<file path="config.mk">
export PLATFORM = sky130hd
export DESIGN_NAME = strike_detector
export DESIGN_NICKNAME = d
export VERILOG_FILES = /design/src/rtl/strike_detector.sv
export SDC_FILE = /design/constraint.sdc
export NUM_CORES = 1
export LEC_CHECK = 0
export BUFFER_PORTS_ARGS = -buffer_cell sky130_fd_sc_hd__buf_2
export CAP_MARGIN = 5
export CORE_UTILIZATION = 50
export DETAILED_ROUTE_END_ITERATION = 10
export PLACE_DENSITY = 0.66
export SLEW_MARGIN = 20
export SYNTH_ARGS = -nofsm -noshare
export SYNTH_HDL_FRONTEND = slang
export SYNTH_SLANG_ARGS = --single-unit
export TNS_END_PERCENT = 10
</file>
<file path="constraint.sdc">
create_clock -name clk -period 9 [get_ports clk]
set_input_delay 1.35 -clock clk [delete_from_list [all_inputs] [get_ports clk]]
set_output_delay 1.35 -clock clk [all_outputs]
set_load 0.02 [all_outputs]
</file>
<file path="src/rtl/strike_detector.sv">
// Strike-sensor front-end: synchronizes and debounces three strike lines, then
// arbitrates rising edges into a single-entry valid/ready event buffer with post-strike lockout.
`timescale 1ns/1ps

module strike_detector #(
  parameter int DEBOUNCE_CYCLES = 50000,
  parameter int LOCKOUT_CYCLES  = 5000000
) (
  input  logic       clk,
  input  logic       reset,
  input  logic       enable,
  input  logic [2:0] sensor_raw,
  output logic       hit_valid,
  output logic [1:0] hit_box,
  input  logic       hit_ready,
  output logic [2:0] sensor_level,
  output logic [7:0] drop_count
);

  localparam int DW = $clog2(DEBOUNCE_CYCLES + 1);
  localparam int LW = (LOCKOUT_CYCLES > 0) ? $clog2(LOCKOUT_CYCLES + 1) : 1;
  localparam logic [DW-1:0] DB_LAST   = DW'(DEBOUNCE_CYCLES - 1);
  localparam logic [LW-1:0] LOCK_LOAD = LW'(LOCKOUT_CYCLES);

  typedef enum logic [1:0] {
    ARMED,
    HOLD,
    LOCKOUT
  } state_t;

  state_t            state_q, state_d;
  logic [2:0]        sync_meta, sync;
  logic [2:0][DW-1:0] db_cnt;
  logic [2:0]        level_d;
  logic [2:0]        rise;
  logic [1:0]        n_rise;
  logic [1:0]        n_drop;
  logic [1:0]        winner;
  logic [8:0]        drop_sum;
  logic [LW-1:0]     lock_cnt, lock_d;
  logic              hit_valid_d;
  logic [1:0]        hit_box_d;
  logic [7:0]        drop_d;

  // Two-flop synchronizer on the asynchronous strike lines.
  // NOTE: sequential state uses non-blocking assignments so every flop samples pre-edge values.
  always_ff @(posedge clk or posedge reset) begin
    if (reset) begin
      sync_meta <= '0;
      sync      <= '0;
    end else begin
      sync_meta <= sensor_raw;
      sync      <= sync_meta;
    end
  end

  // A level is accepted only after DEBOUNCE_CYCLES consecutive mismatching cycles.
  always_ff @(posedge clk or posedge reset) begin
    if (reset) begin
      db_cnt       <= '0;
      sensor_level <= '0;
      level_d      <= '0;
    end else begin
      level_d <= sensor_level;
      for (int i = 0; i < 3; i++) begin
        if (sync[i] == sensor_level[i]) begin
          db_cnt[i] <= '0;
        end else if (db_cnt[i] == DB_LAST) begin
          sensor_level[i] <= ~sensor_level[i];
          db_cnt[i]       <= '0;
        end else begin
          db_cnt[i] <= db_cnt[i] + DW'(1);
        end
      end
    end
  end

  assign rise = sensor_level & ~level_d;

  // NOTE: every signal written here gets a default first, so no latches are inferred.
  always_comb begin
    state_d     = state_q;
    hit_valid_d = hit_valid;
    hit_box_d   = hit_box;
    lock_d      = lock_cnt;
    n_drop      = 2'd0;
    n_rise      = 2'(rise[0]) + 2'(rise[1]) + 2'(rise[2]);

    if (rise[0])      winner = 2'd0;
    else if (rise[1]) winner = 2'd1;
    else              winner = 2'd2;

    case (state_q)
      ARMED: begin
        if (enable && (rise != 3'b000)) begin
          hit_valid_d = 1'b1;
          hit_box_d   = winner;
          n_drop      = n_rise - 2'd1;
          state_d     = HOLD;
        end
      end
      HOLD: begin
        if (enable) n_drop = n_rise;
        if (hit_valid && hit_ready) begin
          hit_valid_d = 1'b0;
          lock_d      = LOCK_LOAD;
          state_d     = (LOCKOUT_CYCLES == 0) ? ARMED : LOCKOUT;
        end
      end
      LOCKOUT: begin
        if (enable) n_drop = n_rise;
        lock_d = lock_cnt - LW'(1);
        if (lock_cnt == LW'(1)) state_d = ARMED;
      end
      default: state_d = ARMED;
    endcase

    // Losing or late strikes are tallied, saturating at 255.
    drop_sum = {1'b0, drop_count} + 9'(n_drop);
    drop_d   = drop_sum[8] ? 8'hFF : drop_sum[7:0];
  end

  always_ff @(posedge clk or posedge reset) begin
    if (reset) begin
      state_q    <= ARMED;
      hit_valid  <= 1'b0;
      hit_box    <= 2'd0;
      lock_cnt   <= '0;
      drop_count <= 8'd0;
    end else begin
      state_q    <= state_d;
      hit_valid  <= hit_valid_d;
      hit_box    <= hit_box_d;
      lock_cnt   <= lock_d;
      drop_count <= drop_d;
    end
  end

endmodule
</file>
# Word-level counts from Yosys, hierarchy flattened
# Index checks and enable logic that the tools add are counted.
totals:
  wordCells: 77
  inputBits: 7
  reg_bits: 96
  output_inout_bits: 14
classes:
  n_bitwise: 8
  eq_ne: 12
  addsub: 8
  n_mux: 21
  reduce_logical: 14
ops:
  columns: ["cell", "count"]
  rows:
  - ["16-bit 2-to-1 mux", 6]
  - ["16-bit by 1-bit adder with 16-bit output, second input constant", 3]
  - ["16-bit equality test, second input constant", 3]
  - ["23-bit one-hot mux with 2 select lines", 1]
  - ["23-bit by 1-bit equality test with 1-bit output, second input constant", 1]
  - ["23-bit 2-to-1 mux", 1]
  - ["23-bit by 1-bit subtractor with 23-bit output, second input constant", 1]
  - ["2-bit 2-to-1 mux", 7]
  - ["2-bit AND reduction", 5]
  - ["8-bit by 2-bit adder with 9-bit output", 1]
  - ["8-bit 2-to-1 mux", 1]
  - ["2-bit != test, second input constant", 3]
  - ["1-bit NOT", 6]
  - ["2-bit one-hot mux with 3 select lines", 1]
  - ["3-bit AND reduction", 2]
  - ["2-bit one-hot mux with 2 select lines", 1]
  - ["2-bit nonzero test", 2]
  - ["3-bit bitwise AND", 1]
  - ["1-bit equality test", 3]
  - ["3-bit NOT", 1]
  - ["3-bit nonzero test", 1]
  - ["1-bit by 1-bit adder with 2-bit output", 1]
  - ["2-bit by 1-bit adder with 2-bit output", 1]
  - ["2-bit by 1-bit equality test with 1-bit output, second input constant", 1]
  - ["other kinds (7)", 9]

# Depth between registers and ports, before layout
logic_depth:
  depth_word: 9
  mapped_depth: 13
  ltp_nobuf: 13

# Worst setup path before layout
# Ideal clock, no wire load.
synth_timing:
  path_type: "input to register"
  startpoint: "input enable"
  endpoint: "register drop_count[0]"
  stages: 8
  slack_ns: 5.767
  setup_time_ns: 0.071
  n_path_buf: 0
  t_required_ns: 8.929
  arrival_time_ns: 3.162
  path_cell_list: "o311ai_1 or3_1 a31o_2 fa_1 nand2b_1 nor2_1 nand3_1 nand2b_1"
synth_via:
  elab_chain_len: 5
  word_cells_on_any_way: 6
  classes_between: "add/sub: 1; mux: 4; reduce/logical: 1"
synth_rtl:
  columns: ["item", "line", "rtl"]
  rows:
  - ["start: declaration", "11", "input logic enable,"]
  - ["1-bit logical AND", "95", "if (enable && (rise != 3'b000)) begin"]
  - ["2-bit 2-to-1 mux", "95", null]
  - ["2-bit one-hot mux with 2 select lines (*)", "93", "case (state_q)"]
  - ["8-bit by 2-bit adder with 9-bit output (*)", "119", "drop_sum = {1'b0, drop_count} + 9'(n_drop);"]
  - ["8-bit 2-to-1 mux (*)", "120", "drop_d = drop_sum[8] ? 8'hFF : drop_sum[7:0];"]
  - ["named net drop_d[0]", "43", "logic [7:0] drop_d;"]
  - ["end signal: assignment", "135", "drop_count <= drop_d;"]
  - ["end: declaration", "17", "output logic [7:0] drop_count"]
# The timed path passes the listed nets; every way through them passes the cells marked *.
# A chain may end at the register's enable or synchronous reset.

# Final worst setup path
# Ends and elaborated chain as after synthesis.

==> impl_metrics.csv <==
group,metric,value,unit
timing,finClkSkew,0.0118,ns
detailed_routing,drt_pre_antenna_iters,5,
floorplanning,ios,21,
place,hpwl,5.23,mm
finish,seqCellArea,2400,um2
power,power_density,144,nW/um2
logic_synthesis,synth_edf_count,0,
logic_synthesis,netlist_instances,446,
setup_path,crit_end,"drop_count[0]",
place,place_congestion,0.767,
finish,multi_input_area,2090,um2
clock_network,postCtsSetupRepairBufs,0,
detailed_routing,via_per_inst,5.26,
logic_synthesis,ys.warnings.count,0,
detailed_routing,antenna_left,0,
clock_network,cts_tree,"yes",
floorplanning,coreArea,8760,um2
clock_network,clk_latency,0.36,ns
logic_synthesis,synth-async-reset-ratio,100,%
global_routing,antenna_found_initial,0,
logic_synthesis,syn-cell-area,4570,um2
setup_path,worstPathMaxFanout,8,
setup_path,start_kind,"input port",
detailed_routing,drc,0,
clock_network,path_clk_slew,0.10,ns
clock_network,ctsResizeCount,0,
logic_synthesis,synth_seq_area_share,52.6,%
finish,insertedDiodeCount,0,
outcome,status,"finished clean",
logic_synthesis,ys_top_cells_by_area,"dfrtp_1 53%, xor2_1 6.9%, xnor2_1 6.5%, nor2_1 6.0%, ha_1 3.3%",
clock_network,cts_sinks,96,
timing,tightest_slew,0.839,ns
timing,fin_setup_tns,0,ns
setup_path,setup.reg_to_reg.worst_slack,5.85,ns
floorplanning,start_util,52.1,%
place,io_buffers,20,
detailed_routing,drt_iter0_drc,105,
logic_synthesis,synth-seq-cells,96,
timing,slew_headroom,43.8,%
floorplanning,dieWidth,97.6,um
setup_path,crit_required,9.29,ns
timing,max_freq,0.311,GHz
global_routing,grt-ovfl-total,0,
place,place_ws,5.43,ns
setup_path,reg2reg_to,"drop_count[0]",
clock_network,root_buffer,"clkbuf_8",
floorplanning,rows,34,
clock_network,htree_levels,3,
timing,report.final.hold_viol_count,0,
setup_path,r2r_cells,9,
hold_path,min_path_type,"reg -> reg",
finish,syn_to_final_growth,8.63,%
finish,final_nets,492,
logic_synthesis,yosys-top-cells-count,"96 x dfrtp_1, 73 x nor2_1, 40 x nand2_1",
timing,fin_crit,3.21,ns
power,ir_worst_vdd,0.000101,V
logic_synthesis,synth_nets,467,
detailed_routing,avgRoutedWirePerCell,13.0,um
timing,final.setup.worst_slack,5.79,ns
clock_network,numCtsBuffers,9,
setup_path,arrival,3.51,ns
floorplanning,die_area,9520,um2
logic_synthesis,synth_cell_types,41,
setup_path,cp-startpoint,"enable",
timing,rsz0062_at_grt,"false",
logic_synthesis,synth_top_area_share,52.6,%
detailed_routing,finalWirelength,7.60,mm
global_routing,grt_pass1_vias,3038,
finish,layout-drive-gt1-share,10.5,%
power,p_leak,2.38,nW
floorplanning,die-height,97.6,um
clock_network,cts_hold_buf,0,
timing,timing.final.crit_share,35.7,%
setup_path,criticalPathCategory,"in -> reg",
setup_path,reg2reg_from,"sensor_level[1]",
global_routing,grt_max_degree,55,
logic_synthesis,synth.avg_cell_area,10.2,um2
setup_path,cp-end-kind,"flip-flop",
job,maxCapViolations,0,
timing,setup_viol,0,
logic_synthesis,synth_top_area_cell,"dfrtp_1",
global_routing,grt_usage,17.9,%
global_routing,grt_first_pass_wirelength,13.9,mm
detailed_routing,vias,3069,
logic_synthesis,synth_ff_type,"dfrtp_1",
finish,fillers,777,
logic_synthesis,yosysMostFrequentCell,"dfrtp_1",
timing,slew_viol_final,0,
clock_network,cts.path.max_buffers,2,
where the power goes:
| group | internal (W) | leakage, nW | total, W | switching [W] |
|---|---|---|---|---|
| registers | 0.000436 | 1.30 | 0.000439 | 0.00000388 |
| logic | 0.00000488 | 0.984 | 0.0000192 | 0.0000143 |
| clock network | 0.000102 | 0.0870 | 0.000254 | 0.000152 |
through the flow:
step / util, % / cells / hold WS, ns / power (W) / cell area [um2]
after floorplan: - / 446 / 0.331 / 0.000461 / 4570
final: 56.6 / 584 / 0.367 / 0.000712 / 4960
after CTS: 56.6 / 584 / 0.367 / 0.000723 / 4960
after detailed placement: 54.7 / 568 / 0.353 / 0.000468 / 4790
after global placement: 54.7 / 568 / 0.333 / 0.000468 / 4790
after global routing: 56.6 / 584 / 0.376 / 0.000748 / 4960
logic make-up (layout without fill, tap and decap cells):
| logic type | after synthesis | count (layout) | synth area share, % |
|---|---|---|---|
| XOR/XNOR | 70 | 70 | 13.4 |
| buffers and inverters | 21 | 51 | 1.75 |
| AND/OR/NAND/NOR | 221 | 221 | 23.7 |
| flip-flops | 96 | 96 | 52.6 |
| adder cells (fa/ha/maj) | 14 | 14 | 4.16 |
| multiplexers | 6 | 6 | 1.48 |
| AO/OA/AOI/OAI | 18 | 18 | 2.93 |
critical path: stages:
cell and delay, ns:
buf_2 0.12, o311ai_1 0.24, or3_1 0.40, a31o_2 0.26
fa_1 0.44, nand2b_1 0.19, nor2_1 0.16, nand3_1 0.21
nand2b_1 0.13
layer usage:
layer | wire [um] | share of wire [%] | vias to the layer above | GRT usage, %
met1 | 3920 | 52 | 1478 | 25.4
met2 | 3400 | 45 | 32 | 27.4
met5 | 0 | 0 | - | 0
met3 | 149 | 2.0 | 10 | 2.81
met4 | 119 | 1.6 | 0 | 7.47
li1 | - | - | 1549 | -
area by class of cell:
type,count,share of cell area [%]
Clock buffer,10,2.57
Tap cell,108,2.72
Clock inverter,6,0.882
Sequential cell,96,48.4
Inverter,14,1.11
Timing Repair Buffer,21,2.17
Multi-Input combinational cell,329,42.1
registers in the layout, summed over array words and instances, names as in the netlist:
signal and cells:
level_d 3, db_cnt 48, sync 3, sync_meta 3, drop_count 8, lock_cnt 23, hit_box 2, state_q 2
hit_valid 1, sensor_level 3
cell usage in the layout, fill, tap and decap left out, types with 2 or more instances in the layout:
cell and n:
clkinv_2 2, nand4_1 14, a31oi_1 2, clkbuf_8 9, nor2b_1 6, nor3_1 22
or2_2 2, nand3_2 2, o2111ai_1 2, o21ai_0 4, nand3_1 22, mux2_2 4
xnor2_1 34, dfrtp_1 96, nand2_1 40, inv_1 13, nor4_1 8, xor2_1 36
nor2_1 73, inv_6 2, and2_1 3, ha_1 12, fa_1 2, nand2b_1 5
mux2_1 2, buf_2 20, nor4b_1 3, a21oi_1 3, or3_1 3, o31ai_1 2
and3_1 11
worst min path at each step:
stage | from | endpoint | slack (ns) | depth (start not counted)
final | sync_meta[2] | sync[2] | 0.37 | 0
after CTS | sync_meta[2] | sync[2] | 0.37 | 0
after global routing | sync_meta[2] | sync[2] | 0.38 | 0
after floorplan | sync_meta[0] | sync[0] | 0.33 | 0
after global placement | sync_meta[0] | sync[0] | 0.33 | 0
after detailed placement | sync_meta[1] | sync[1] | 0.35 | 0
Note: power is estimated with default switching activity, not from simulation.
